==> src/rtl/mapper_bus_mux_pkg.sv <==
// Shared types and helpers for the cartridge-mapper bus mux.
package mapper_pkg;

  typedef enum logic [1:0] {
    SETTLE = 2'd0,
    LOCKED = 2'd1,
    FAULT  = 2'd2
  } mapmux_state_t;

  localparam logic [5:0] MAPMUX_TURBO_BLOCK_DEF = 6'b001010;

  // Channel index for a map_active vector: bit k-1 -> channel k, 0 when idle.
  function automatic int onehot_idx(input logic [31:0] v);
    int r = 0;
    for (int i = 31; i >= 0; i--) if (v[i]) r = i + 1;
    return r;
  endfunction

  function automatic logic popcnt_gt1(input logic [31:0] v);
    int c = 0;
    for (int i = 0; i < 32; i++) c += {31'd0, v[i]};
    return c > 1;
  endfunction

endpackage

==> src/rtl/mapper_bus_mux_if.sv <==
// Mapper-side channel bundle plus the muxed CPU/memory-controller side.
interface mapper_bus_mux_if #(
  parameter int NCH    = 6,
  parameter int ROM_AW = 24,
  parameter int BS_AW  = 20
);
  logic [NCH-2:0]        map_active;
  logic [8*NCH-1:0]      ch_do;
  logic [NCH-1:0]        ch_irq_n;
  logic [ROM_AW*NCH-1:0] ch_rom_addr;
  logic [NCH-1:0]        ch_rom_ce_n, ch_rom_oe_n, ch_rom_word;
  logic [BS_AW*NCH-1:0]  ch_bsram_addr;
  logic [8*NCH-1:0]      ch_bsram_d;
  logic [NCH-1:0]        ch_bsram_ce_n, ch_bsram_oe_n, ch_bsram_we_n, ch_bsram_rd_n;

  logic [7:0]            cpu_di;
  logic                  irq_n;
  logic [ROM_AW-1:0]     rom_addr;
  logic                  rom_ce_n, rom_oe_n, rom_word;
  logic [BS_AW-1:0]      bsram_addr;
  logic [7:0]            bsram_d;
  logic                  bsram_ce_n, bsram_oe_n, bsram_we_n, bsram_rd_n;
  logic [$clog2(NCH)-1:0] sel;
  logic                  locked, conflict, turbo_allow;

  modport slave (
    input  map_active, ch_do, ch_irq_n, ch_rom_addr, ch_rom_ce_n, ch_rom_oe_n, ch_rom_word,
           ch_bsram_addr, ch_bsram_d, ch_bsram_ce_n, ch_bsram_oe_n, ch_bsram_we_n, ch_bsram_rd_n,
    output cpu_di, irq_n, rom_addr, rom_ce_n, rom_oe_n, rom_word, bsram_addr, bsram_d,
           bsram_ce_n, bsram_oe_n, bsram_we_n, bsram_rd_n, sel, locked, conflict, turbo_allow
  );

  modport master (
    output map_active, ch_do, ch_irq_n, ch_rom_addr, ch_rom_ce_n, ch_rom_oe_n, ch_rom_word,
           ch_bsram_addr, ch_bsram_d, ch_bsram_ce_n, ch_bsram_oe_n, ch_bsram_we_n, ch_bsram_rd_n,
    input  cpu_di, irq_n, rom_addr, rom_ce_n, rom_oe_n, rom_word, bsram_addr, bsram_d,
           bsram_ce_n, bsram_oe_n, bsram_we_n, bsram_rd_n, sel, locked, conflict, turbo_allow
  );
endinterface

==> src/rtl/mapper_bus_mux_settle.sv <==
// map_active debouncer / selection lock: settles, locks onto one channel, and
// latches a sticky fault when two mappers claim the bus at once.
module mapmux_settle
  import mapper_pkg::*;
#(
  parameter int NCH           = 6,
  parameter int STABLE_CYCLES = 4,
  parameter int SW            = $clog2(NCH)
) (
  input  logic           mclk,
  input  logic           rst_n,
  input  logic [NCH-2:0] map_active_i,
  output logic [SW-1:0]  sel_o,
  output logic           locked_o,
  output logic           conflict_o
);
  localparam int CW = $clog2(STABLE_CYCLES + 1);
  localparam logic [CW-1:0] STAB_MAX  = CW'(STABLE_CYCLES);
  localparam logic [CW-1:0] STAB_LAST = CW'(STABLE_CYCLES - 1);

  mapmux_state_t  state_q, state_d;
  logic [NCH-2:0] ma_q;
  logic [CW-1:0]  stab_q, stab_d;
  logic [SW-1:0]  sel_q, sel_d;
  logic           conflict_q, conflict_d;
  logic           changed;

  assign changed = (map_active_i != ma_q);

  always_ff @(posedge mclk or negedge rst_n) begin
    if (!rst_n) begin
      state_q    <= SETTLE;
      ma_q       <= '0;
      stab_q     <= '0;
      sel_q      <= '0;
      conflict_q <= 1'b0;
    end else begin
      state_q    <= state_d;
      ma_q       <= map_active_i;
      stab_q     <= stab_d;
      sel_q      <= sel_d;
      conflict_q <= conflict_d;
    end
  end

  always_comb begin
    state_d    = state_q;
    stab_d     = stab_q;
    sel_d      = sel_q;
    conflict_d = conflict_q;
    // Multi-claim beats every other transition and is only cleared by reset.
    if (popcnt_gt1(32'(map_active_i))) begin
      state_d    = FAULT;
      sel_d      = '0;
      conflict_d = 1'b1;
    end else begin
      case (state_q)
        SETTLE: begin
          if (changed) stab_d = '0;
          else begin
            if (stab_q != STAB_MAX) stab_d = stab_q + CW'(1);
            if (stab_q >= STAB_LAST) begin
              state_d = LOCKED;
              sel_d   = SW'(onehot_idx(32'(map_active_i)));
            end
          end
        end
        LOCKED: begin
          if (changed) begin
            state_d = SETTLE;
            stab_d  = '0;
            sel_d   = '0;
          end
        end
        FAULT:   ;
        default: state_d = SETTLE;
      endcase
    end
  end

  assign sel_o      = sel_q;
  assign locked_o   = (state_q == LOCKED);
  assign conflict_o = conflict_q;
endmodule

==> src/rtl/mapper_bus_mux.sv <==
// Stateful cartridge-mapper bus mux; channel 0 is the default mapper.
// Define MAPMUX_REG_OUT_EN to register the ROM/BSRAM outputs (cpu_di/irq_n stay combinational).
module mapper_bus_mux
  import mapper_pkg::*;
#(
  parameter int NCH           = 6,
  parameter int ROM_AW        = 24,
  parameter int BS_AW         = 20,
  parameter int STABLE_CYCLES = 4,
  parameter logic [NCH-1:0] TURBO_BLOCK = NCH'(MAPMUX_TURBO_BLOCK_DEF)
) (
  input  logic mclk,
  input  logic rst_n,
  mapper_bus_mux_if.slave bus
);
  localparam int SW = $clog2(NCH);

  logic [SW-1:0]     sel;
  logic              locked, conflict;
  logic [ROM_AW-1:0] rom_addr_d;
  logic [BS_AW-1:0]  bsram_addr_d;
  logic [7:0]        bsram_d_d;
  // {rom_ce_n, rom_oe_n, rom_word, bsram_ce_n, bsram_oe_n, bsram_we_n, bsram_rd_n}
  logic [6:0]        strb_d;

  mapmux_settle #(.NCH(NCH), .STABLE_CYCLES(STABLE_CYCLES), .SW(SW)) u_settle (
    .mclk        (mclk),
    .rst_n       (rst_n),
    .map_active_i(bus.map_active),
    .sel_o       (sel),
    .locked_o    (locked),
    .conflict_o  (conflict)
  );

  // sel is already 0 outside LOCKED, so one index serves every state.
  assign bus.cpu_di   = bus.ch_do[8*sel +: 8];
  assign bus.irq_n    = bus.ch_irq_n[sel];
  assign rom_addr_d   = bus.ch_rom_addr[ROM_AW*sel +: ROM_AW];
  assign bsram_addr_d = bus.ch_bsram_addr[BS_AW*sel +: BS_AW];
  assign bsram_d_d    = bus.ch_bsram_d[8*sel +: 8];
  assign strb_d = {bus.ch_rom_ce_n[sel], bus.ch_rom_oe_n[sel], bus.ch_rom_word[sel],
                   bus.ch_bsram_ce_n[sel], bus.ch_bsram_oe_n[sel],
                   bus.ch_bsram_we_n[sel], bus.ch_bsram_rd_n[sel]};

`ifdef MAPMUX_REG_OUT_EN
  logic [ROM_AW-1:0] rom_addr_q;
  logic [BS_AW-1:0]  bsram_addr_q;
  logic [7:0]        bsram_d_q;
  logic [6:0]        strb_q;

  always_ff @(posedge mclk or negedge rst_n) begin
    if (!rst_n) begin
      rom_addr_q   <= '0;
      bsram_addr_q <= '0;
      bsram_d_q    <= '0;
      strb_q       <= 7'b1101111;
    end else begin
      rom_addr_q   <= rom_addr_d;
      bsram_addr_q <= bsram_addr_d;
      bsram_d_q    <= bsram_d_d;
      strb_q       <= strb_d;
    end
  end

  assign bus.rom_addr   = rom_addr_q;
  assign bus.bsram_addr = bsram_addr_q;
  assign bus.bsram_d    = bsram_d_q;
  assign {bus.rom_ce_n, bus.rom_oe_n, bus.rom_word, bus.bsram_ce_n,
          bus.bsram_oe_n, bus.bsram_we_n, bus.bsram_rd_n} = strb_q;
`else
  assign bus.rom_addr   = rom_addr_d;
  assign bus.bsram_addr = bsram_addr_d;
  assign bus.bsram_d    = bsram_d_d;
  assign {bus.rom_ce_n, bus.rom_oe_n, bus.rom_word, bus.bsram_ce_n,
          bus.bsram_oe_n, bus.bsram_we_n, bus.bsram_rd_n} = strb_d;
`endif

  assign bus.sel         = sel;
  assign bus.locked      = locked;
  assign bus.conflict    = conflict;
  assign bus.turbo_allow = locked & ((sel == '0) | ~TURBO_BLOCK[sel]);
endmodule

==> src/flat_wrapper.sv <==
// flat-port wrapper written by rule: the top's interface ports become plain ports
module mapper_bus_mux_flat import mapper_pkg::*;
#(
  parameter int NCH           = 6,
  parameter int ROM_AW        = 24,
  parameter int BS_AW         = 20,
  parameter int STABLE_CYCLES = 4,
  parameter logic [NCH-1:0] TURBO_BLOCK = NCH'(MAPMUX_TURBO_BLOCK_DEF)
)
  (mclk, rst_n, bus_map_active, bus_ch_do, bus_ch_irq_n, bus_ch_rom_addr, bus_ch_rom_ce_n, bus_ch_rom_oe_n, bus_ch_rom_word, bus_ch_bsram_addr, bus_ch_bsram_d, bus_ch_bsram_ce_n, bus_ch_bsram_oe_n, bus_ch_bsram_we_n, bus_ch_bsram_rd_n, bus_cpu_di, bus_irq_n, bus_rom_addr, bus_rom_ce_n, bus_rom_oe_n, bus_rom_word, bus_bsram_addr, bus_bsram_d, bus_bsram_ce_n, bus_bsram_oe_n, bus_bsram_we_n, bus_bsram_rd_n, bus_sel, bus_locked, bus_conflict, bus_turbo_allow);
  mapper_bus_mux_if #(.NCH(NCH), .ROM_AW(ROM_AW), .BS_AW(BS_AW)) bus_i ();
  input  logic mclk;
  input  logic rst_n;
  input wire logic [$bits(bus_i.map_active)-1:0] bus_map_active;
  input wire logic [$bits(bus_i.ch_do)-1:0] bus_ch_do;
  input wire logic [$bits(bus_i.ch_irq_n)-1:0] bus_ch_irq_n;
  input wire logic [$bits(bus_i.ch_rom_addr)-1:0] bus_ch_rom_addr;
  input wire logic [$bits(bus_i.ch_rom_ce_n)-1:0] bus_ch_rom_ce_n;
  input wire logic [$bits(bus_i.ch_rom_oe_n)-1:0] bus_ch_rom_oe_n;
  input wire logic [$bits(bus_i.ch_rom_word)-1:0] bus_ch_rom_word;
  input wire logic [$bits(bus_i.ch_bsram_addr)-1:0] bus_ch_bsram_addr;
  input wire logic [$bits(bus_i.ch_bsram_d)-1:0] bus_ch_bsram_d;
  input wire logic [$bits(bus_i.ch_bsram_ce_n)-1:0] bus_ch_bsram_ce_n;
  input wire logic [$bits(bus_i.ch_bsram_oe_n)-1:0] bus_ch_bsram_oe_n;
  input wire logic [$bits(bus_i.ch_bsram_we_n)-1:0] bus_ch_bsram_we_n;
  input wire logic [$bits(bus_i.ch_bsram_rd_n)-1:0] bus_ch_bsram_rd_n;
  output wire logic [$bits(bus_i.cpu_di)-1:0] bus_cpu_di;
  output wire logic [$bits(bus_i.irq_n)-1:0] bus_irq_n;
  output wire logic [$bits(bus_i.rom_addr)-1:0] bus_rom_addr;
  output wire logic [$bits(bus_i.rom_ce_n)-1:0] bus_rom_ce_n;
  output wire logic [$bits(bus_i.rom_oe_n)-1:0] bus_rom_oe_n;
  output wire logic [$bits(bus_i.rom_word)-1:0] bus_rom_word;
  output wire logic [$bits(bus_i.bsram_addr)-1:0] bus_bsram_addr;
  output wire logic [$bits(bus_i.bsram_d)-1:0] bus_bsram_d;
  output wire logic [$bits(bus_i.bsram_ce_n)-1:0] bus_bsram_ce_n;
  output wire logic [$bits(bus_i.bsram_oe_n)-1:0] bus_bsram_oe_n;
  output wire logic [$bits(bus_i.bsram_we_n)-1:0] bus_bsram_we_n;
  output wire logic [$bits(bus_i.bsram_rd_n)-1:0] bus_bsram_rd_n;
  output wire logic [$bits(bus_i.sel)-1:0] bus_sel;
  output wire logic [$bits(bus_i.locked)-1:0] bus_locked;
  output wire logic [$bits(bus_i.conflict)-1:0] bus_conflict;
  output wire logic [$bits(bus_i.turbo_allow)-1:0] bus_turbo_allow;
  assign bus_i.map_active = bus_map_active;
  assign bus_i.ch_do = bus_ch_do;
  assign bus_i.ch_irq_n = bus_ch_irq_n;
  assign bus_i.ch_rom_addr = bus_ch_rom_addr;
  assign bus_i.ch_rom_ce_n = bus_ch_rom_ce_n;
  assign bus_i.ch_rom_oe_n = bus_ch_rom_oe_n;
  assign bus_i.ch_rom_word = bus_ch_rom_word;
  assign bus_i.ch_bsram_addr = bus_ch_bsram_addr;
  assign bus_i.ch_bsram_d = bus_ch_bsram_d;
  assign bus_i.ch_bsram_ce_n = bus_ch_bsram_ce_n;
  assign bus_i.ch_bsram_oe_n = bus_ch_bsram_oe_n;
  assign bus_i.ch_bsram_we_n = bus_ch_bsram_we_n;
  assign bus_i.ch_bsram_rd_n = bus_ch_bsram_rd_n;
  assign bus_cpu_di = bus_i.cpu_di;
  assign bus_irq_n = bus_i.irq_n;
  assign bus_rom_addr = bus_i.rom_addr;
  assign bus_rom_ce_n = bus_i.rom_ce_n;
  assign bus_rom_oe_n = bus_i.rom_oe_n;
  assign bus_rom_word = bus_i.rom_word;
  assign bus_bsram_addr = bus_i.bsram_addr;
  assign bus_bsram_d = bus_i.bsram_d;
  assign bus_bsram_ce_n = bus_i.bsram_ce_n;
  assign bus_bsram_oe_n = bus_i.bsram_oe_n;
  assign bus_bsram_we_n = bus_i.bsram_we_n;
  assign bus_bsram_rd_n = bus_i.bsram_rd_n;
  assign bus_sel = bus_i.sel;
  assign bus_locked = bus_i.locked;
  assign bus_conflict = bus_i.conflict;
  assign bus_turbo_allow = bus_i.turbo_allow;
  mapper_bus_mux #(.NCH(NCH), .ROM_AW(ROM_AW), .BS_AW(BS_AW), .STABLE_CYCLES(STABLE_CYCLES), .TURBO_BLOCK(TURBO_BLOCK)) u_core (.mclk(mclk), .rst_n(rst_n), .bus(bus_i));
endmodule
==> config.mk <==
export PLATFORM = sky130hd
export DESIGN_NAME = mapper_bus_mux_flat
export DESIGN_NICKNAME = d
export VERILOG_FILES = /design/src/rtl/mapper_bus_mux_pkg.sv /design/src/rtl/mapper_bus_mux_if.sv /design/src/rtl/mapper_bus_mux_settle.sv /design/src/rtl/mapper_bus_mux.sv /design/src/flat_wrapper.sv
export SDC_FILE = /design/constraint.sdc
export NUM_CORES = 1
export LEC_CHECK = 0
export CAP_MARGIN = 15
export CELL_PAD_IN_SITES_DETAIL_PLACEMENT = 1
export CELL_PAD_IN_SITES_GLOBAL_PLACEMENT = 1
export CORE_AREA = 2 2 188 190
export DETAILED_ROUTE_END_ITERATION = 6
export DIE_AREA = 0 0 190 192
export PLACE_DENSITY_LB_ADDON = 0.1
export SETUP_SLACK_MARGIN = 0.1
export SLEW_MARGIN = 20
export SYNTH_ARGS = -nofsm -noshare
export SYNTH_HDL_FRONTEND = slang
export SYNTH_SLANG_ARGS = --single-unit
==> constraint.sdc <==
create_clock -name mclk -period 1.95 [get_ports mclk]
set_clock_uncertainty 0.1 [all_clocks]
set_input_delay 0.2925 -clock mclk [delete_from_list [all_inputs] [get_ports mclk]]
set_output_delay 0.2925 -clock mclk [all_outputs]
set_load 0.03 [all_outputs]
# After elaboration in Yosys (flattened, before gate mapping)
# Memories as Yosys holds them, arrays and structs flattened.
# Index checks and enable logic that the tools add are counted.
# totals
latch_bits	0
in_bits	415
mem_count	1
rom_bits	8
ram_bits	0
reg_bits	14
output_inout_bits	74
# mem_list
name	words	word_bits	read_ports	rd_clocked_by_memory_dff	write_ports	line_no	text
(name not given)	8	1	1	0	0	mapper_bus_mux.sv:81	assign bus.turbo_allow = locked & ((sel == '0) | ~TURBO_BLOCK[sel]);
# op_classes
n_eq_ne	10
bitwise	4
n_mux	35
shift	4
reduce_logical	7
magnitude_cmp	3
n_div	0
n_addsub	5
multipliers	2
# ops
operator	n
$shiftx A144 B9 Y24	1
$shiftx A120 B9 Y20	1
$shiftx A48 B7 Y8	2
$mux W3	11
$bmux W1 S3	8
$ne A3 B3 Y1 const B	5
$pmux W3 S2	2
$reduce_and A4 Y1	3
$mux W1	9
$mux W2	4
$mul A3 B3 Y6 const A	1
$pmux W2 S3	1
$add A4 B1 Y5	1
$gt A5 B1 Y1 const B	1
$mul A2 B3 Y5 const A	1
$ne A5 B5 Y1	1
$add A3 B1 Y4	1
$lt A3 B4 Y1 const B	1
$ne A2 B2 Y1 const B	2
$add A2 B1 Y3	1
$add A3 B1 Y3 const B	1
$ge A3 B2 Y1 const B	1
$logic_not A3 Y1	1
$reduce_bool A3 Y1	1
8 further kinds	9

# Longest topological paths before layout
# depth
ltp_word	9
mapped_depth	8
ltp_nobuf	8

# Cells and area by module
# From an unflattened synthesis, not the netlist that was laid out.
# unflattened
cells_unflattened	473
area_unflattened_um2	4162.7
# modules_own_cells
mod	seq_area_each_um2	area_each_um2	cells_each	instances
mapper_bus_mux	0.0	3280.6	390	1
mapmux_settle	350.3	882.1	83	1

# Worst setup path after synthesis
# Ideal clock, no wire load.
# synth_timing
kind	reg2out
startpoint	register u_core.u_settle.sel_q[1] (netlist: u_core.u_settle.sel_o[1])
endpoint	output port bus_bsram_addr[13]
path_buffers	3
path_slack_ps	-385
stages_incl_launch_ff	6
arrival_ps	1943
required_time_ps	1558
cell_sequence	dfrtp_1 -> buf_2 -> nand2b_1 -> clkbuf_1 -> clkbuf_1 -> o21ai_0
# synth_via
elab_chain_cells	2
# synth_rtl
item	line_no	text
start: declaration	mapper_bus_mux_settle.sv:24	logic [SW-1:0] sel_q, sel_d;
start signal: assignment	mapper_bus_mux_settle.sv:41	sel_q <= sel_d;
$mul A3 B3 Y6	mapper_bus_mux.sv:39	assign bsram_addr_d = bus.ch_bsram_addr[BS_AW*sel +: BS_AW];
$shiftx A120 B9 Y20	mapper_bus_mux.sv:39	
end: declaration	flat_wrapper.sv:33	output wire logic [$bits(bus_i.bsram_addr)-1:0] bus_bsram_addr;
# Every way passes these cells.

# Worst setup path after layout
# layout_timing
startpoint	register u_core.u_settle.sel_q[0] (netlist: u_core.u_settle.sel_o[0])
endpoint	output port bus_rom_addr[16]
# layout_via
elab_chain_cells	2
# layout_rtl
item	line_no	text
$mul A2 B3 Y5	mapper_bus_mux.sv:38	assign rom_addr_d = bus.ch_rom_addr[ROM_AW*sel +: ROM_AW];
$shiftx A144 B9 Y24	mapper_bus_mux.sv:38	
end: declaration	flat_wrapper.sv:29	output wire logic [$bits(bus_i.rom_addr)-1:0] bus_rom_addr;
# Every way passes these cells.

==> results_dict.tcl <==
set metrics [dict create \
    synth_area_mm2 0.00382 \
    first_global_vias 6223 \
    crit_type "register to primary output" \
    p_leak_nw 4.02 \
    drtIter0Drc 102 \
    cts_made_buffers 3 \
    finalSetupViolCount 73 \
    final_antenna_net_count 0 \
    drc 0 \
    grt_max_degree 21 \
    ys_seq_elements 14 \
    synthTopCellsByCount "nand2_1, mux2i_1, mux4_2, o21ai_1, o21ai_0" \
    ys_top_cells_by_area "mux4_2, mux2i_1, dfrtp_1" \
    status "finished with violations" \
    die_w_um 190 \
    finalCritPeriodShare_pct 123 \
    async_flop_share_pct 100 \
    h-tree-depth 1 \
    setup_tns_ps -22160 \
    critPathLaunchType "register" \
    cts_tree "yes" \
    area_delta_synth_final_pct 191 \
    violations "setup timing" \
    syn_inst 387 \
    die-area_mm2 0.0365 \
    start_util_pct 11.1 \
    design.core.area_mm2 0.0343 \
    grt_pass1_wl_mm 41.7 \
    synth_warnings 0 \
    yosysTopAreaCell "mux4_2" \
    cts_hold_buf 0 \
    wl_per_cell_um 21.7 \
    io_buffer_count 488 \
    grt_usage_pct 15.6 \
    crit_path_end_kind "primary output" \
    yosys.area.top_type_share_pct 40.1 \
    hold-worst-slack_ps 169 \
    max-cap-violations 0 \
    seq_area_frac_synth_pct 9.18 \
    slew_violations 0 \
    syn_area_per_cell_um2 9.86 \
    clock.fmax_mhz 417 \
    clockBufferDepth 2 \
    synth_ff_type "dfrtp_1" \
    ir_drop_uv 285 \
    yosysUniqueCellTypes 37 \
    finalWorstSetupSlack_ps -450 \
    die_h_um 192 \
    boundaryPins 489 \
    clkSlewWorstSetupHoldPaths_ps 50 \
    design_area_mm2 0.0111 \
    crit_arrival_ps 2010 \
    gp_congestion 0.788 \
    cp.required_ps 1560 \
    viasPerCell 3.98 \
    place_area_mm2 0.0102 \
    vias 5555 \
    clock_sinks 14 \
    rows 68 \
    nets 1359 \
    fin_cells 1394 \
    slew_headroom_pct 70.5 \
    post_route_cells_drive_above_1_share_pct 41.7 \
    dr.pass1.iters 4 \
    rsz0062_at_grt "true" \
    dp_hpwl_mm 26.2 \
    root_buffer "clkbuf_16" \
    antenna_found_initial 1 \
    grt_overflow 0 \
    worst_slew_pin_slew_ps 442 \
    power.total_mw 2.35 \
    synth_most_common_cell "nand2_1" \
    place_inst 1353 \
    hp-class "primary input to register" \
    hold_violations 0 \
    clock_latency_ps 240 \
    min_period_ps 2400 \
    drt-total-wl_mm 30.3 \
    cp_max_fo 6 \
    syn_nets 807 \
    power.density_mw_per_mm2 212 \
    synth_edf_count 0 \
]
## timing repair
action                                  4_1_cts  5_1_grt
buffers inserted                             23       13
cloned                                        3        0
gates resized for setup                     171       63
pin swaps                                    30       23
hold endpoints to repair                      0        0
endpoints found under the setup margin       81       76
## metal layers
| layer | up-vias | global-route usage [%] | share of wire, % |
|---|---|---|---|
| met5 | - | 0 | 0 |
| met4 | 0 | 2.33 | 1.2 |
| met3 | 16 | 3.00 | 6.3 |
| met2 | 232 | 30.7 | 55 |
| met1 | 2705 | 17.4 | 38 |
| li1 | 2602 | - | - |
## critical path, stage by stage, from the launching register on
cell and delay (ps):
dfrtp_4 520, buf_12 160, buf_16 150, buf_12 130
mux4_2 470, nand2_2 110, o21ai_4 70, buf_12 150
## where the power goes
group / total, mW / switching [mW] / internal, mW
clock: 0.429 / 0.118 / 0.311
sequential: 0.299 / 0.00215 / 0.296
combinational: 1.62 / 0.537 / 1.08
## placed cells by master, fill, tap and decap left out, types with 8 or more instances in the layout
cell type	n
clkdlybuf4s50_1	411
buf_4	76
mux4_2	68
mux2i_1	67
buf_6	58
nand2_2	57
o21ai_4	39
buf_12	25
o21ai_2	24
nand2_1	14
dfrtp_1	11
inv_1	8
## logic make-up (layout without fill, tap and decap cells)
logic type	Yosys count	after routing	synth area share, %
muxes	140	140	59.2
and+or+nand+nor	88	88	9.44
AOI/OAI and AO/OA	83	83	12.3
buffers and inverters	52	603	6.88
DFF	14	14	9.18
adders and majority gates	5	5	1.84
xor gates and xnor gates	5	5	1.15
other	0	1	0
## registers in the layout, summed over array words and instances, names as in the netlist
name                        count
u_core.u_settle.stab_q          3
u_core.u_settle.conflict_o      1
u_core.u_settle.ma_q            5
u_core.u_settle.sel_o           3
u_core.u_settle.state_q         2
## area by class of cell
cell class                      instances  area (um2)
Timing Repair Buffer                  586        6050
Multi-Input combinational cell        321        3980
Inverter                               13        58.8
Tap cell                              455         569
Fill cell                            3832       23200
Sequential cell                        14         359
Antenna cell                            1        2.50
Clock buffer                            4        88.8
## through the flow
stage	utilization (%)	worst slack, ps
floorplan	-	-162
global placement	29.8	-816
detailed placement	29.8	-832
CTS	31.9	-480
global route	32.4	-482
finish	32.4	-450
## path summary, 6_finish.rpt
| check | start | endpoint | slack (ps) | cells after the start |
|---|---|---|---|---|
| max in group asynchronous | rst_n | u_core.u_settle.stab_q[2] | 1120 | 2 |
| worst max register to register | u_core.u_settle.stab_q[1] | u_core.u_settle.sel_o[2] | 110 | 6 |
| min in group asynchronous | rst_n | u_core.u_settle.sel_o[0] | 210 | 1 |
| worst min register to register | u_core.u_settle.conflict_o | u_core.u_settle.conflict_o | 420 | 1 |
| worst max-delay path | u_core.u_settle.sel_o[0] | bus_rom_addr[16] | -450 | 7 |
| worst min-delay path | bus_map_active[1] | u_core.u_settle.ma_q[1] | 170 | 2 |
No activity file was read; power rests on OpenSTA's default activity.
